## config.mk

```make
export PLATFORM = sky130hd
export DESIGN_NAME = spi_flash_emu
export DESIGN_NICKNAME = d
export VERILOG_FILES = /design/src/rtl/spi_flash_pkg.sv /design/src/rtl/spi_flash_log_reg.sv /design/src/rtl/spi_flash_emu.sv
export SDC_FILE = /design/constraint.sdc
export NUM_CORES = 1
export LEC_CHECK = 0
export CAP_MARGIN = 20
export CORE_MARGIN = 5
export CORE_UTILIZATION = 45
export DETAILED_ROUTE_END_ITERATION = 10
export PLACE_DENSITY = 0.78
export SLEW_MARGIN = 20
export SYNTH_ARGS = -nofsm -noshare
export SYNTH_HDL_FRONTEND = slang
export SYNTH_HIERARCHICAL = 1
export SYNTH_SLANG_ARGS = --single-unit
```

## constraint.sdc

```tcl
create_clock -name clk -period 5.1 [get_ports clk]
set_input_delay 1.275 -clock clk [delete_from_list [all_inputs] [get_ports clk]]
set_output_delay 1.275 -clock clk [all_outputs]
set_load 0.02 [all_outputs]
```

## src/rtl/spi_flash_pkg.sv

```systemverilog
// Shared definitions for the SPI NOR flash emulator: opcodes, FSM state
// encoding and the address-width mask helper.
package spi_flash_pkg;

  localparam logic [7:0] OP_READ        = 8'h03;
  localparam logic [7:0] OP_FAST_READ   = 8'h0B;
  localparam logic [7:0] OP_READ4       = 8'h13;
  localparam logic [7:0] OP_JEDEC_ID    = 8'h9F;
  localparam logic [7:0] OP_READ_STATUS = 8'h05;
  localparam logic [7:0] OP_EN4B        = 8'hB7;
  localparam logic [7:0] OP_EX4B        = 8'hE9;

  typedef enum logic [2:0] {
    ST_IDLE, ST_ADDR, ST_DUMMY, ST_DATA, ST_ID, ST_STAT, ST_IGNORE
  } state_t;

  // Mask keeping the low n address bytes; n >= 4 keeps the full word.
  function automatic logic [31:0] addr_mask(input logic [2:0] n);
    case (n)
      3'd0:    return 32'h0000_0000;
      3'd1:    return 32'h0000_00FF;
      3'd2:    return 32'h0000_FFFF;
      3'd3:    return 32'h00FF_FFFF;
      default: return 32'hFFFF_FFFF;
    endcase
  endfunction

endpackage

```

## src/rtl/spi_flash_log_reg.sv

```systemverilog
// Log record for completed reads.
// Ports: clear/opcode start a new record; addr_shift/shift_byte/mask build
// the start address; len_inc counts data bytes (saturating); underrun_set
// flags a late SDRAM return; emit produces the one-cycle log_strobe.
module spi_flash_log_reg #(
  parameter int LOG_LEN_W = 16
) (
  input  logic                 clk,
  input  logic                 reset_n,
  input  logic                 clear,
  input  logic [7:0]           opcode,
  input  logic                 addr_shift,
  input  logic [7:0]           shift_byte,
  input  logic [31:0]          mask,
  input  logic                 len_inc,
  input  logic                 underrun_set,
  input  logic                 emit,
  output logic [31:0]          log_addr,
  output logic [LOG_LEN_W-1:0] log_len,
  output logic [7:0]           log_cmd,
  output logic                 log_underrun,
  output logic                 log_strobe
);

  always_ff @(posedge clk or negedge reset_n) begin
    if (!reset_n) begin
      log_addr     <= '0;
      log_len      <= '0;
      log_cmd      <= '0;
      log_underrun <= 1'b0;
      log_strobe   <= 1'b0;
    end else begin
      log_strobe <= emit;
      if (clear) begin
        log_addr     <= '0;
        log_len      <= '0;
        log_underrun <= 1'b0;
        log_cmd      <= opcode;
      end else begin
        if (addr_shift) log_addr <= {log_addr[23:0], shift_byte} & mask;
        if (len_inc && log_len != '1) log_len <= log_len + 1'b1;
        if (underrun_set) log_underrun <= 1'b1;
      end
    end
  end

endmodule

```

## src/rtl/spi_flash_emu.sv

```systemverilog
// SPI NOR flash emulator sitting between a byte-level SPI slave and the
// SDRAM arbiter. Decodes READ/FAST_READ/READ4/JEDEC ID/READ STATUS/EN4B/EX4B,
// streams SDRAM bytes to the SPI transmitter and logs every completed read.
// Ports: spi_* is the SPI byte interface (spi_cs high = deselected),
// ram_* is the SDRAM read port, log_* is the per-read log record.
module spi_flash_emu
  import spi_flash_pkg::*;
#(
  parameter int          ADDR_BYTES_RST = 3,
  parameter int          LOG_LEN_W      = 16,
  parameter logic [23:0] JEDEC_ID       = 24'hEF4018,
  parameter logic [7:0]  STATUS_VAL     = 8'h00
) (
  input  logic                 clk,
  input  logic                 reset_n,
  input  logic                 spi_cs,
  input  logic [7:0]           spi_rx_data,
  input  logic                 spi_rx_cmd,
  input  logic                 spi_rx_strobe,
  output logic                 spi_tx_strobe,
  output logic [7:0]           spi_tx_data,
  output logic                 spi_critical,
  output logic [31:0]          ram_addr,
  output logic                 ram_read_enable,
  input  logic [7:0]           ram_read_data,
  input  logic                 ram_read_valid,
  output logic [31:0]          log_addr,
  output logic [LOG_LEN_W-1:0] log_len,
  output logic [7:0]           log_cmd,
  output logic                 log_underrun,
  output logic                 log_strobe
);

  state_t      state, state_nx;
  logic        cs_q, cs_rise;
  logic        four_b;                 // current address mode is 4 bytes
  logic        mode_req_v, mode_req_4; // EN4B/EX4B waiting for deselect
  logic [2:0]  addr_n, addr_n_nx;      // address bytes of this read
  logic [2:0]  addr_left, addr_left_nx;
  logic [2:0]  out_cnt, cnt_nx;        // SDRAM reads issued, not yet returned
  logic        pending;
  logic [1:0]  id_idx, id_nx;
  logic        tx_q_strobe, tx_nx_stb, tx_c;
  logic [7:0]  tx_q_data, tx_nx_data;
  logic        crit_nx, clear, issue, addr_shift, data_stb, under_set, log_emit;
  logic [31:0] mask;

  function automatic logic [7:0] id_byte(input logic [1:0] i);
    case (i)
      2'd0:    return JEDEC_ID[23:16];
      2'd1:    return JEDEC_ID[15:8];
      2'd2:    return JEDEC_ID[7:0];
      default: return 8'h00;
    endcase
  endfunction

  assign cs_rise = spi_cs & ~cs_q;
  assign pending = (out_cnt != 3'd0);
  assign mask    = addr_mask(addr_n);

  // SDRAM data passes straight through in the cycle it returns; ID/status
  // bytes come from a register one cycle after the triggering byte.
  assign spi_tx_strobe = tx_q_strobe | tx_c;
  assign spi_tx_data   = tx_c ? ram_read_data : tx_q_data;

  always_ff @(posedge clk or negedge reset_n) begin
    if (!reset_n) state <= ST_IDLE;
    else          state <= state_nx;
  end

  always_comb begin
    state_nx     = state;
    crit_nx      = spi_critical;
    clear        = 1'b0;
    issue        = 1'b0;
    addr_shift   = 1'b0;
    data_stb     = 1'b0;
    under_set    = 1'b0;
    log_emit     = 1'b0;
    addr_n_nx    = addr_n;
    addr_left_nx = addr_left;
    id_nx        = id_idx;
    tx_nx_stb    = 1'b0;
    tx_nx_data   = 8'h00;
    tx_c         = 1'b0;
    if (spi_cs) begin
      state_nx = ST_IDLE;
      crit_nx  = 1'b0;
      log_emit = cs_rise && (state == ST_DATA);
    end else if (spi_rx_cmd) begin
      clear     = 1'b1;
      crit_nx   = 1'b0;
      addr_n_nx = four_b ? 3'd4 : 3'd3;
      case (spi_rx_data)
        OP_READ, OP_FAST_READ: begin state_nx = ST_ADDR; crit_nx = 1'b1; end
        OP_READ4: begin
          state_nx  = ST_ADDR;
          crit_nx   = 1'b1;
          addr_n_nx = 3'd4;
        end
        OP_JEDEC_ID: begin
          state_nx   = ST_ID;
          tx_nx_stb  = 1'b1;
          tx_nx_data = id_byte(2'd0);
          id_nx      = 2'd1;
        end
        OP_READ_STATUS: begin
          state_nx   = ST_STAT;
          tx_nx_stb  = 1'b1;
          tx_nx_data = STATUS_VAL;
        end
        default: state_nx = ST_IGNORE;
      endcase
      addr_left_nx = addr_n_nx;
    end else if (spi_rx_strobe) begin
      case (state)
        ST_ADDR: begin
          addr_shift   = 1'b1;
          addr_left_nx = addr_left - 3'd1;
          if (addr_left == 3'd1) begin
            if (log_cmd == OP_FAST_READ) state_nx = ST_DUMMY;
            else begin
              state_nx = ST_DATA;
              issue    = 1'b1;
            end
          end
        end
        ST_DUMMY: begin state_nx = ST_DATA; issue = 1'b1; end
        ST_DATA: begin
          data_stb  = 1'b1;
          issue     = 1'b1;
          under_set = pending;
        end
        ST_ID: begin
          tx_nx_stb  = 1'b1;
          tx_nx_data = id_byte(id_idx);
          if (id_idx != 2'd3) id_nx = id_idx + 2'd1;
        end
        ST_STAT: begin tx_nx_stb = 1'b1; tx_nx_data = STATUS_VAL; end
        default: ;
      endcase
    end else if (ram_read_valid && state == ST_DATA && out_cnt == 3'd1) begin
      // Only the newest outstanding read is forwarded; older returns after
      // an underrun arrive while out_cnt > 1 and are dropped.
      tx_c = 1'b1;
    end
  end

  always_comb begin
    cnt_nx = out_cnt;
    if (spi_cs) cnt_nx = 3'd0;
    else begin
      if (issue && out_cnt != 3'd7) cnt_nx = cnt_nx + 3'd1;
      if (ram_read_valid && out_cnt != 3'd0) cnt_nx = cnt_nx - 3'd1;
    end
  end

  always_ff @(posedge clk or negedge reset_n) begin
    if (!reset_n) begin
      spi_critical    <= 1'b0;
      ram_read_enable <= 1'b0;
      ram_addr        <= '0;
      out_cnt         <= '0;
      addr_n          <= 3'd3;
      addr_left       <= '0;
      id_idx          <= '0;
      tx_q_strobe     <= 1'b0;
      tx_q_data       <= '0;
      cs_q            <= 1'b1;
      four_b          <= (ADDR_BYTES_RST == 4);
      mode_req_v      <= 1'b0;
      mode_req_4      <= 1'b0;
    end else begin
      spi_critical    <= crit_nx;
      ram_read_enable <= issue;
      out_cnt         <= cnt_nx;
      addr_n          <= addr_n_nx;
      addr_left       <= addr_left_nx;
      id_idx          <= id_nx;
      tx_q_strobe     <= tx_nx_stb;
      tx_q_data       <= tx_nx_data;
      cs_q            <= spi_cs;
      if (clear)           ram_addr <= '0;
      else if (addr_shift) ram_addr <= {ram_addr[23:0], spi_rx_data} & mask;
      else if (data_stb)   ram_addr <= (ram_addr + 32'd1) & mask;
      // Address mode changes only once the EN4B/EX4B transaction is closed.
      if (spi_cs) begin
        if (cs_rise && mode_req_v && state == ST_IGNORE) four_b <= mode_req_4;
        mode_req_v <= 1'b0;
      end else if (spi_rx_cmd) begin
        mode_req_v <= (spi_rx_data == OP_EN4B) || (spi_rx_data == OP_EX4B);
        mode_req_4 <= (spi_rx_data == OP_EN4B);
      end
    end
  end

  spi_flash_log_reg #(.LOG_LEN_W(LOG_LEN_W)) u_log (
    .clk          (clk),
    .reset_n      (reset_n),
    .clear        (clear),
    .opcode       (spi_rx_data),
    .addr_shift   (addr_shift),
    .shift_byte   (spi_rx_data),
    .mask         (mask),
    .len_inc      (data_stb),
    .underrun_set (under_set),
    .emit         (log_emit),
    .log_addr     (log_addr),
    .log_len      (log_len),
    .log_cmd      (log_cmd),
    .log_underrun (log_underrun),
    .log_strobe   (log_strobe)
  );

endmodule

```

==> qor.csv <==
stage,metric,value,unit
logic_synthesis,synth_enable_flop_cells,0,
setup_path,rrSetupSlack,2160,ps
drt,drt_iter0_drc,587,
logic_synthesis,post_synth_and_or_nand_nor_area_fraction,0.272,
clock_tree,tritoncts_num_sinks,114,
logic_synthesis,syn_inst,718,
drt,avgRoutedWirePerCell,17.7,um
floorplan,core-area,14000,um2
timing,grt_setup_unrepaired,false,
logic_synthesis,yosys_register_bits,114,
clock_tree,cts-htree-levels,4,
setup_path,cp_data_arrival_time,3460,ps
global_routing,global_route.peak_usage_layer,met2,
timing,timing.clock.skew,9.75,ps
logic_synthesis,synth.lib_cells_used.distinct,65,
job,number_of_max_capacitance_violations_reported,0,
global_routing,grt_pass1_wl,29.4,mm
timing,tcrit_tclk_final,0.928,
floorplan,std_cell_rows,43,
clock_tree,clkSlewWorstSetupHoldPaths,50,ps
placement,post-dp-hpwl,12.2,mm
global_routing,global_route.usage.met3,0.0409,
floorplan,die_area,16900,um2
logic_synthesis,post_synth_fa_ha_maj_area_fraction,0.0290,
placement,gp_congestion,0.846,
clock_tree,tritoncts.num_buffers,17,
clock_tree,clk_latency,420,ps
drt,drt-total-wl,18.0,mm
setup_path,worstSetupPathType,in2out,
timing,setup-violations-final,0,
logic_synthesis,yosys.area_share.xor_xnor,0.00135,
global_routing,met1_usage,0.293,
global_routing,grt_start_max_net_pins,57,
clock_tree,clock_path_buffers,2,
clock_tree,post_cts_hold_buffer_count,0,
drt,dr_total_vias,6135,
setup_path,ff2ff_path_depth,5,
logic_synthesis,synth_async_sr_flop_share,1.00,
timing,transition_time_at_the_pin_with_the_least_slew_margin,920,ps
clock_tree,resize_count_post_cts,0,
clock_tree,cts_setup_buffers,0,
timing,slew_headroom,0.385,
global_routing,global_route.usage.total,0.216,
logic_synthesis,synth.mux.area_fraction,0.0371,
floorplan,floorplan.die.width,130,um
global_routing,use_met2,0.344,
timing,finalSetupTns,0,ps
final_layout,fin_nets,860,
global_routing,number_of_global_route_vias_before_repair,5709,
timing,hold_violation_total_from_the_final_report,0,
logic_synthesis,synth.net_count,755,
logic_synthesis,syn_area_per_cell,9.01,um2
drt,drtPass1Iterations,5,
final_layout,ratio_of_cells_with_drive_above_1_in_the_final_layout,0.0934,
placement,io_buffer_count,122,
timing,slew_violations,0,
setup_path,critPathRequiredTime,3830,ps
logic_synthesis,dominant_combinational_cell_family_by_area_after_synthesis,simple AND/OR/NAND/NOR gates,
hold_path,whs_path_depth,1,
clock_tree,clk_root_buffer_cell,sky130_fd_sc_hd__clkbuf_16,
global_routing,total_gr_overflow,0,
global_routing,initial_antenna_violation_count,0,
final_layout,finish.utilization,0.599,
timing,post-route-min-period,4730,ps
power,power_density,294,nW/um2
floorplan,floorplan.initialDensity,0.463,
logic_synthesis,yosys_warnings,6,
status,outcome,completed,
power,power.ir.vdd_worst,0.251,mV
drt,routed_via_density,6.04,
logic_synthesis,synth_compound_gate_area_share,0.180,
power,power_leakage,3.33,nW
setup_path,critPathCaptureType,output port,
logic_synthesis,yosysSeqAreaShare,0.441,
setup_path,cp_max_fo,10,
drt,drtAntennaViolNets,0,
clock_tree,cts_tree,built,
logic_synthesis,synthFlopType,sky130_fd_sc_hd__dfrtp_1,
floorplan,die_height,130,um
final_layout,insertedDiodeCount,0,
setup_path,start_kind,primary input,
drt,detail_route.drc_violations,0,
timing,maxClockFrequency,211,MHz
final_layout,layout-area-overhead-vs-synth,29.5,%
hold_path,min_path_type,reg2reg,
floorplan,num_io_pins,123,
logic_synthesis,netlist_area,6470,um2
==> critical path: stages <==
cell and delay [ps]:
sky130_fd_sc_hd__clkdlybuf4s50_1 500, sky130_fd_sc_hd__nor2_1 140, sky130_fd_sc_hd__nand4_1 140, sky130_fd_sc_hd__nor3_2 460, sky130_fd_sc_hd__mux2_2 390, sky130_fd_sc_hd__clkdlybuf4s50_1 540
==> layout by cell type, fill, tap and decap left out, types with 6 or more instances in the layout <==
cell	synthesis	final
sky130_fd_sc_hd__o311ai_0	9	9
sky130_fd_sc_hd__a31oi_1	7	7
sky130_fd_sc_hd__a22oi_1	8	8
sky130_fd_sc_hd__nand4_1	24	24
sky130_fd_sc_hd__mux2_2	16	16
sky130_fd_sc_hd__nor3_1	19	19
sky130_fd_sc_hd__o31ai_1	10	10
sky130_fd_sc_hd__nor2b_1	8	8
sky130_fd_sc_hd__nand2_1	50	50
sky130_fd_sc_hd__ha_1	15	15
sky130_fd_sc_hd__mux2i_1	6	6
sky130_fd_sc_hd__nor2_1	44	44
sky130_fd_sc_hd__dfrtp_1	112	112
sky130_fd_sc_hd__clkbuf_16	0	17
sky130_fd_sc_hd__nand2b_1	40	40
sky130_fd_sc_hd__o21ai_0	55	55
sky130_fd_sc_hd__nand3_1	57	57
sky130_fd_sc_hd__a32oi_1	6	6
sky130_fd_sc_hd__nor4_1	11	11
sky130_fd_sc_hd__or3_1	6	6
sky130_fd_sc_hd__buf_4	1	9
sky130_fd_sc_hd__a21oi_1	67	67
sky130_fd_sc_hd__clkdlybuf4s50_1	0	121
sky130_fd_sc_hd__or4_1	10	10
sky130_fd_sc_hd__inv_1	19	18
==> path summary, 6_finish.rpt <==
check                                                      end             startpoint
worst max-delay path                            spi_tx_data[6]          spi_rx_strobe
worst min-delay path                     addr_n[1]$_DFFE_PN1P_  addr_n[1]$_DFFE_PN1P_
worst max register to register        ram_addr[21]$_DFFE_PN0P_  addr_n[2]$_DFFE_PN0P_
worst min register to register           addr_n[1]$_DFFE_PN1P_  addr_n[1]$_DFFE_PN1P_
max in group asynchronous             ram_addr[20]$_DFFE_PN0P_                reset_n
min in group asynchronous       u_log/log_addr[17]$_DFFE_PN0P_                reset_n
==> final cells by class <==
cell class	count	area [um2]
Timing Repair Buffer	130	1280
Fill cell	1225	5600
Clock inverter	8	103
Sequential cell	114	2860
Clock buffer	23	488
Tap cell	180	225
Inverter	20	75.1
Multi-Input combinational cell	540	3360
==> through the flow <==
step	hold slack [ps]	setup WS (ps)	instance area, um2	cells	total power, W
after floorplan	467	1540	6470	718	0.00118
after global placement	490	397	7790	984	0.00129
after detailed placement	491	343	7790	984	0.00130
after CTS	507	347	8380	1015	0.00249
after global routing	525	254	8380	1015	0.00257
final	504	368	8380	1015	0.00247
==> sequential cells by signal, summed over array words and instances (netlist names), 2 cells and up <==
register,count
u_log/log_len,16
u_log/log_addr,32
id_idx,2
tx_q_data,4
ram_addr,32
addr_n,2
addr_left,3
u_log/log_cmd,8
state,3
out_cnt,3
==> cell usage after synthesis, types with 3 or more instances <==
cell | instances | share of area
sky130_fd_sc_hd__o211ai_1 | 3 | 0.0035
sky130_fd_sc_hd__a211o_1 | 3 | 0.0041
sky130_fd_sc_hd__nand2b_1 | 40 | 0.039
sky130_fd_sc_hd__nor2_1 | 44 | 0.026
sky130_fd_sc_hd__and3_1 | 5 | 0.0048
sky130_fd_sc_hd__or2_2 | 5 | 0.0048
sky130_fd_sc_hd__o31ai_1 | 10 | 0.012
sky130_fd_sc_hd__a21oi_1 | 67 | 0.052
sky130_fd_sc_hd__buf_2 | 9 | 0.0070
sky130_fd_sc_hd__nor2b_1 | 8 | 0.0077
sky130_fd_sc_hd__buf_1 | 4 | 0.0023
sky130_fd_sc_hd__a31oi_1 | 7 | 0.0068
sky130_fd_sc_hd__mux2_2 | 16 | 0.028
sky130_fd_sc_hd__and4_1 | 4 | 0.0054
sky130_fd_sc_hd__dfrtp_1 | 112 | 0.43
sky130_fd_sc_hd__nand4_1 | 24 | 0.023
sky130_fd_sc_hd__nor4_1 | 11 | 0.011
sky130_fd_sc_hd__clkbuf_1 | 28 | 0.016
sky130_fd_sc_hd__nand4b_1 | 3 | 0.0041
sky130_fd_sc_hd__o311ai_0 | 9 | 0.012
sky130_fd_sc_hd__or3_1 | 6 | 0.0058
sky130_fd_sc_hd__ha_1 | 15 | 0.029
sky130_fd_sc_hd__a32oi_1 | 6 | 0.0081
sky130_fd_sc_hd__mux2i_1 | 6 | 0.0093
sky130_fd_sc_hd__nand3_1 | 57 | 0.044
sky130_fd_sc_hd__nand2_1 | 50 | 0.029
sky130_fd_sc_hd__a41oi_1 | 3 | 0.0041
sky130_fd_sc_hd__o21ai_0 | 55 | 0.043
sky130_fd_sc_hd__a21o_1 | 3 | 0.0035
sky130_fd_sc_hd__a22oi_1 | 8 | 0.0093
sky130_fd_sc_hd__nor3_1 | 19 | 0.015
sky130_fd_sc_hd__or4_1 | 10 | 0.012
sky130_fd_sc_hd__inv_1 | 19 | 0.011
sky130_fd_sc_hd__nor3b_1 | 4 | 0.0046
==> logic make-up (layout without fill, tap and decap cells) <==
kind of cell,count (synthesis),after routing
AND/OR/NAND/NOR,312,312
AO/OA/AOI/OAI,190,190
flip-flops,114,114
buffers and inverters,64,181
multiplexers,22,22
adder cells (fa/ha/maj),15,15
XOR/XNOR,1,1
==> per-layer routing <==
metal,share of wire,vias up
li1,-,2889
met1,0.44,2997
met2,0.48,212
met3,0.059,37
met4,0.025,0
met5,0,-
==> power by group <==
| part | leakage [nW] | internal, W | switching (W) |
|---|---|---|---|
| sequential | 1.55 | 0.000940 | 0.0000443 |
| combinational | 1.50 | 0.000136 | 0.000168 |
| clock | 0.274 | 0.000766 | 0.000416 |
(Power assumes the default switching activity.)
